[config.mk]
export PLATFORM = sky130hd
export DESIGN_NAME = fwd_scoreboard
export DESIGN_NICKNAME = d
export VERILOG_FILES = /design/src/rtl/fwd_scoreboard_pkg.sv /design/src/rtl/fwd_port_mux.sv /design/src/rtl/fwd_scoreboard.sv
export SDC_FILE = /design/constraint.sdc
export NUM_CORES = 1
export LEC_CHECK = 0
export CAP_MARGIN = 20
export CORE_MARGIN = 10
export CORE_UTILIZATION = 42
export DETAILED_ROUTE_END_ITERATION = 6
export GPL_ROUTABILITY_DRIVEN = 1
export PLACE_DENSITY = 0.89
export SYNTH_ARGS = -nofsm -noshare
export SYNTH_HDL_FRONTEND = slang
export SYNTH_HIERARCHICAL = 1
export SYNTH_SLANG_ARGS = --single-unit
[constraint.sdc]
create_clock -name clk -period 2.5 [get_ports clk]
set_input_delay 0.25 -clock clk [delete_from_list [all_inputs] [get_ports clk]]
set_output_delay 0.25 -clock clk [all_outputs]
set_load 0.02 [all_outputs]
[src/rtl/fwd_scoreboard_pkg.sv]
// Shared definitions for the operand-forwarding scoreboard: default widths,
// the "no register" index and the forwarding source selector.
package fwd_scoreboard_pkg;

  localparam int DW_DEFAULT = 32;
  localparam int RW_DEFAULT = 5;
  localparam int CNT_W      = 32;

  // Register index 0 means "no destination / no source" and never forwards.
  localparam int RNONE = 0;

  typedef enum logic [1:0] {
    FWD_RF,
    FWD_E,
    FWD_M,
    FWD_STORED
  } fwdSelT;

endpackage

[src/rtl/fwd_port_mux.sv]
// One decode read port: youngest-first search of the stage shadow, value select
// and load-use stall request. Purely combinational.
module fwd_port_mux
  import fwd_scoreboard_pkg::*;
#(
  parameter int DEPTH      = 3,
  parameter int LOAD_STAGE = 1,
  parameter int DW         = DW_DEFAULT,
  parameter int RW         = RW_DEFAULT
) (
  input  logic [RW-1:0]       src,
  input  logic [DW-1:0]       rfVal,
  input  logic [DEPTH-1:0]    entVld,
  input  logic [DEPTH-1:0]    entIsLoad,
  input  logic [DEPTH-1:0]    entOk,
  input  logic [DEPTH*RW-1:0] entDst,
  input  logic [DEPTH*DW-1:0] entVal,
  input  logic [DW-1:0]       eVal,
  input  logic [DW-1:0]       mVal,
  output logic [DW-1:0]       fwdVal,
  output logic                stallReq
);

  fwdSelT          sel;
  logic            hit;
  logic [DW-1:0]   storedVal;

  // Entry 0 is the youngest, so the first valid match in ascending order wins.
  always_comb begin
    sel       = FWD_RF;
    hit       = 1'b0;
    stallReq  = 1'b0;
    storedVal = '0;
    if (src != RW'(RNONE)) begin
      for (int k = 0; k < DEPTH; k++) begin
        if (!hit && entVld[k] && (entDst[k*RW +: RW] == src)) begin
          hit = 1'b1;
          if (k == 0 && !entIsLoad[k]) begin
            sel = FWD_E;
          end else if (entIsLoad[k] && k == LOAD_STAGE) begin
            sel = FWD_M;
          end else if (entOk[k]) begin
            sel       = FWD_STORED;
            storedVal = entVal[k*DW +: DW];
          end else if (entIsLoad[k] && k < LOAD_STAGE) begin
            stallReq = 1'b1;
          end
        end
      end
    end
  end

  always_comb begin
    case (sel)
      FWD_E:      fwdVal = eVal;
      FWD_M:      fwdVal = mVal;
      FWD_STORED: fwdVal = storedVal;
      default:    fwdVal = rfVal;
    endcase
  end

endmodule

[src/rtl/fwd_scoreboard.sv]
// Decode-stage forwarding unit: stage shadow shift register, per-port muxes and
// load-use stall. Optional stall-cycle counter enabled by FWD_STALL_CNT_EN.
module fwd_scoreboard
  import fwd_scoreboard_pkg::*;
#(
  parameter int NUM_SRC    = 2,
  parameter int DEPTH      = 3,
  parameter int LOAD_STAGE = 1,
  parameter int DW         = DW_DEFAULT,
  parameter int RW         = RW_DEFAULT
) (
  input  logic                  clk,
  input  logic                  rst,
  input  logic                  d_issue,
  input  logic [RW-1:0]         d_dst,
  input  logic                  d_is_load,
  input  logic [NUM_SRC*RW-1:0] d_srcs,
  input  logic [NUM_SRC*DW-1:0] d_rvals,
  input  logic [DW-1:0]         e_valE,
  input  logic [DW-1:0]         m_valM,
  input  logic                  flush,
  output logic [NUM_SRC*DW-1:0] d_vals,
  output logic                  stall,
  output logic [CNT_W-1:0]      stall_cnt
);

  logic [DEPTH-1:0]    entVld;
  logic [DEPTH-1:0]    entIsLoad;
  logic [DEPTH-1:0]    entOk;
  logic [DEPTH*RW-1:0] entDst;
  logic [DEPTH*DW-1:0] entVal;
  logic [NUM_SRC-1:0]  portStall;

  // Shadow advances every cycle; results are captured as an entry leaves the
  // stage that produces them (ALU out of E, load data out of LOAD_STAGE).
  always_ff @(posedge clk or posedge rst) begin
    if (rst) begin
      entVld    <= '0;
      entIsLoad <= '0;
      entOk     <= '0;
      entDst    <= '0;
      entVal    <= '0;
    end else begin
      entVld[0]        <= d_issue & ~stall & ~flush;
      entDst[0 +: RW]  <= d_dst;
      entIsLoad[0]     <= d_is_load;
      entVal[0 +: DW]  <= '0;
      entOk[0]         <= 1'b0;
      for (int k = 1; k < DEPTH; k++) begin
        entVld[k]            <= (k == 1) ? (entVld[0] & ~flush) : entVld[k-1];
        entDst[k*RW +: RW]   <= entDst[(k-1)*RW +: RW];
        entIsLoad[k]         <= entIsLoad[k-1];
        if (k == 1 && !entIsLoad[0]) begin
          entVal[k*DW +: DW] <= e_valE;
          entOk[k]           <= 1'b1;
        end else if (k == LOAD_STAGE + 1 && entIsLoad[k-1]) begin
          entVal[k*DW +: DW] <= m_valM;
          entOk[k]           <= 1'b1;
        end else begin
          entVal[k*DW +: DW] <= entVal[(k-1)*DW +: DW];
          entOk[k]           <= entOk[k-1];
        end
      end
    end
  end

  for (genvar i = 0; i < NUM_SRC; i++) begin : gPort
    fwd_port_mux #(
      .DEPTH      (DEPTH),
      .LOAD_STAGE (LOAD_STAGE),
      .DW         (DW),
      .RW         (RW)
    ) uMux (
      .src       (d_srcs[i*RW +: RW]),
      .rfVal     (d_rvals[i*DW +: DW]),
      .entVld    (entVld),
      .entIsLoad (entIsLoad),
      .entOk     (entOk),
      .entDst    (entDst),
      .entVal    (entVal),
      .eVal      (e_valE),
      .mVal      (m_valM),
      .fwdVal    (d_vals[i*DW +: DW]),
      .stallReq  (portStall[i])
    );
  end

  assign stall = |portStall;

`ifdef FWD_STALL_CNT_EN
  logic [CNT_W-1:0] stallCnt;

  // Saturating count of stalled cycles; only reset clears it.
  always_ff @(posedge clk or posedge rst) begin
    if (rst) begin
      stallCnt <= '0;
    end else if (stall && (stallCnt != {CNT_W{1'b1}})) begin
      stallCnt <= stallCnt + 1'b1;
    end
  end

  assign stall_cnt = stallCnt;
`else
  assign stall_cnt = '0;
`endif

endmodule
Yosys cells after proc, flatten, opt, wreduce, memory -nomap -nowiden
Cells that the tools add are included.
{ "totals": {"input_bits": 148, "wordCells": 83, "ff_bits": 86, "output_inout_bits": 97} }
{ "classes": {"reduce_logical": 17, "mux": 44, "bitwise": 5, "n_eq_ne": 12} }
{ "ops": {"columns": ["op", "count"], "rows": [
  ["32-bit 2-to-1 mux", 12],
  ["32-bit one-hot mux with 3 select lines", 2],
  ["5-bit == test", 6],
  ["2-bit 2-to-1 mux", 14],
  ["1-bit 2-to-1 mux", 16],
  ["1-bit logical AND", 10],
  ["5-bit nonzero test", 2],
  ["2-bit == test (second input constant)", 4],
  ["2-bit by 1-bit == test with 1-bit output (second input constant)", 2],
  ["1-bit logical NOT", 4],
  ["1-bit AND", 3],
  ["1-bit NOT", 2],
  ["2-bit OR reduction", 1]
]} }

Depth between registers and ports, before layout
{ "logic_depth": {"depth_word": 16, "ltp_mapped": 9, "ltp_nobuf": 7} }

Hierarchy
Netlist, hierarchy kept.
{ "modules_own_cells": {"columns": ["module", "seq_area_each_um2", "area_per_inst_um2", "cells_per_inst", "n_inst"], "rows": [
  ["fwd_port_mux", 0.0, 1771.7, 276, 2],
  ["fwd_scoreboard", 2177.1, 3248.1, 197, 1]
]} }

Least setup slack after synthesis
OpenSTA, ideal clock, no wires.
{ "synth_timing": {"path_type": "register -> output", "from": "reg entDst[9]", "to": "out d_vals[17]", "n_path_buf": 1, "arrival_ns": 2.411, "path_stages_with_launch": 9, "slack_ns": -0.161, "path_cell_list": "dfrtp_1 -> xor2_1 -> nor4_4 -> nand2_1 -> a31o_2 -> nand3_1 -> buf_2 -> o22ai_1 -> a211oi_1"} }
{ "synth_via": {"elab_chain_cells": 11, "elab_cells_between_ends": 19} }
{ "synth_rtl": {"columns": ["item", "line_no", "text"], "rows": [
  ["start, declared", "fwd_scoreboard.sv:30", "logic [DEPTH*RW-1:0] entDst;"],
  ["start signal, assigned by index", "fwd_scoreboard.sv:45", "entDst[0 +: RW] <= d_dst;"],
  ["start signal, assigned by index", "fwd_scoreboard.sv:51", "entDst[k*RW +: RW] <= entDst[(k-1)*RW +: RW];"],
  ["5-bit == test *", "fwd_port_mux.sv:36", "if (!hit && entVld[k] && (entDst[k*RW +: RW] == src)) begin"],
  ["1-bit logical AND *", "fwd_port_mux.sv:36", null],
  ["1-bit 2-to-1 mux", "fwd_port_mux.sv:36", null],
  ["1-bit 2-to-1 mux", "fwd_port_mux.sv:34", "if (src != RW'(RNONE)) begin"],
  ["1-bit logical NOT", "fwd_port_mux.sv:36", null],
  ["1-bit logical AND (2 in a row)", "fwd_port_mux.sv:36", null],
  ["2-bit 2-to-1 mux", "fwd_port_mux.sv:36", null],
  ["2-bit 2-to-1 mux", "fwd_port_mux.sv:34", null],
  ["2-bit == test or 2-bit by 1-bit == test with 1-bit output (tied branches)", "fwd_port_mux.sv:54", "case (sel)"],
  ["32-bit one-hot mux with 3 select lines *", "fwd_port_mux.sv:54", null],
  ["end, declared", "fwd_scoreboard.sv:22", "output logic [NUM_SRC*DW-1:0] d_vals,"]
]} }
Mark *: on every way between the ends. The rest lies on a longest branch, timed or not. The select of a mux whose other input is x is not followed.

Worst setup path in the final report
{ "layout_timing": {"from": "reg entDst[8]", "to": "out d_vals[51]"} }
The elaborated chain is that of the path after synthesis.

==> impl_metrics.json <==
{
  "global_route.usage.total": 0.281,
  "route.antenna.remaining_nets": 0,
  "dpl-instance-area_um2": 10200,
  "overflow": 0,
  "worst-endpoint-required_ns": 2.25,
  "critPathKind": "reg2out",
  "initial_core_util": 0.428,
  "grt_setup_unrepaired": "yes",
  "global_route_wire_length_before_repair_um": 48800,
  "post_drt_via_cell_ratio": 6.16,
  "remaining_drc_errors": 1,
  "slew_headroom": -0.847,
  "cts_hold_buffers": 0,
  "postLayoutSetupSlackWorst_ns": -0.704,
  "grt_start_max_net_pins": 44,
  "yosys_warnings": 6,
  "synthCells": 748,
  "timing.final.max_slew_violations": 70,
  "critical_path.cell_chain": "buf_6 -> xor2_4 -> nor4_4 -> buf_6 -> o2bb2ai_4 -> a31oi_4 -> buf_6 -> a21oi_4 -> buf_6 -> clkbuf_16 -> o22ai_1 -> a211oi_2 -> buf_4",
  "fin_skew_ns": 0.0106,
  "power.ir.vdd_worst_mv": 0.407,
  "place_congestion": 0.863,
  "timing.final.hold_violations": 0,
  "final.min_clock_period_ns": 3.20,
  "placementRows": 46,
  "netlist_area_um2": 6770,
  "cts_tree": "built",
  "timing.critical_path.slowest_stage_cell": "dfrtp_2",
  "cts_buffers": 9,
  "cpPeakStageDelay_ns": 0.47,
  "clk-insertion-delay-late_ns": 0.36,
  "worst-path-max-fanout": 6,
  "antennaDiodeCount": 0,
  "outcome": "finished with violations",
  "drt-total-wl_um": 35300,
  "clk_tree_root_cell": "clkbuf_16",
  "crit_path_end_kind": "primary output",
  "path_clk_slew_ns": 0.07,
  "fmax_mhz": 312,
  "dpl.hpwl_um": 20700,
  "drt_pass1_iterations": 7,
  "area.growth.synth_to_final_pct": 79.3,
  "finalNetCount": 1282,
  "final_util": 0.767,
  "overall_power_after_layout_mw": 4.23,
  "via_count_of_the_first_global_routing_pass": 8606,
  "worst_setup_path_start_kind": "register",
  "tightestPinTransition_ns": 2.76,
  "placement.io_buffers": 212,
  "avgRoutedWirePerCell_um": 26.1,
  "cpMostUsedCell": "buf_6",
  "fp.dieH_um": 147,
  "pin_count": 245,
  "violations": "DRC, slew limit, setup timing",
  "clock_tree.htree_level_count": 3,
  "min_period_over_period": 1.28,
  "design.core.area_um2": 15800,
  "final_design_area_no_fill_um2": 12100,
  "die-width_um": 147,
  "layout-drive-gt1-share": 0.423,
  "worst_hold_path_type": "in2async",
  "crit_arrival_ns": 2.95,
  "detailroute.via_count": 8349,
  "starting_drc_count_in_detailed_routing": 1078,
  "initial_antenna_violation_count": 0,
  "max-clock-path-buffers": 2,
  "setup_viol": 65,
  "max_cap_violations": 0,
  "clock-sinks": 86,
  "leakagePower_nw": 5.09,
  "synth.avg_cell_area_um2": 9.05,
  "power.density_cell_area_nw_per_um2": 349,
  "die-area_um2": 21600
}
[sequential cells by signal, summed over array words and instances, names as in the netlist]
register,cells
entOk,2
entVal,64
entIsLoad,2
entDst,15
entVld,3
[stage by stage]
stage | instances | hold slack [ns] | setup WS, ns | TNS (ns)
floorplan | 847 | 0.281 | 0.00738 | 0
global placement | 1286 | 0.407 | -1.01 | -61.30
detailed placement | 1286 | 0.423 | -1.05 | -63.32
CTS | 1339 | 0.156 | -0.516 | -28.04
global route | 1355 | 0.177 | -0.791 | -43.68
finish | 1355 | 0.150 | -0.704 | -39.40
[metal layers]
layer  vias up  global-route usage  share of wire
met5         -                   0              0
met4         0               0.136          0.051
met3       184              0.0799           0.10
met2       703               0.486           0.49
met1      4062               0.311           0.36
li1       3400                   -              -
[cell usage in the layout, fill, tap and decap left out, drive strengths merged, types with 13 or more instances in the layout]
cell / instances
buf: 211
xnor2: 20
conb: 100
nor2: 104
clkdlybuf4s50: 139
nand2: 20
a21oi: 26
clkbuf: 13
nor2b: 13
dfrtp: 86
o21a: 36
a211oi: 46
a22o: 46
o22ai: 20
nand3: 24
nor3: 86
mux2: 32
and2b: 22
[power by group]
part           leakage (nW)  total (mW)  switching [mW]  internal, mW
Sequential             1.06        1.57          0.0906          1.48
Clock                 0.146        1.40           0.625         0.775
Combinational          3.88        1.27           0.637         0.631
[cell type report]
class,instances,area [um2]
Clock inverter,6,62.6
Inverter,2,10.0
Sequential cell,86,2160
Fill cell,949,3690
Tap cell,216,270
Clock buffer,10,229
Timing Repair Buffer,361,3760
Multi-Input combinational cell,674,5650
[what timing repair did]
item                                    4_1_cts  5_1_grt
setup buffers                                32       25
gates resized for setup                     472      110
gates cloned                                  5        4
pin swaps                                    62       72
endpoints found under the setup margin       65       65
[worst paths after layout]
path / cells after the start / from / end / slack [ns]
worst max register to register: 7 / entDst[4]$_DFF_PP0_ / entVld[0]$_DFF_PP0_ / 0.57
min in group clk: 1 / d_dst[1] / entDst[1]$_DFF_PP0_ / 0.33
worst max-delay path: 13 / entDst[8]$_DFF_PP0_ / d_vals[51] / -0.70
max in group asynchronous: 3 / rst / entDst[3]$_DFF_PP0_ / 1.63
worst min register to register: 0 / entDst[3]$_DFF_PP0_ / entDst[8]$_DFF_PP0_ / 0.47
worst min-delay path: 2 / rst / entDst[10]$_DFF_PP0_ / 0.15
[critical path, delay by kind of cell, from the launching register on]
| family | cells | cell delay (ns) |
|---|---|---|
| and+or+nand+nor | 1 | 0.23 |
| AOI/OAI and AO/OA | 5 | 0.79 |
| xor gates and xnor gates | 1 | 0.15 |
| DFF | 1 | 0.47 |
| buffers and inverters | 6 | 0.96 |
Note: power is estimated with default switching activity, not from simulation.
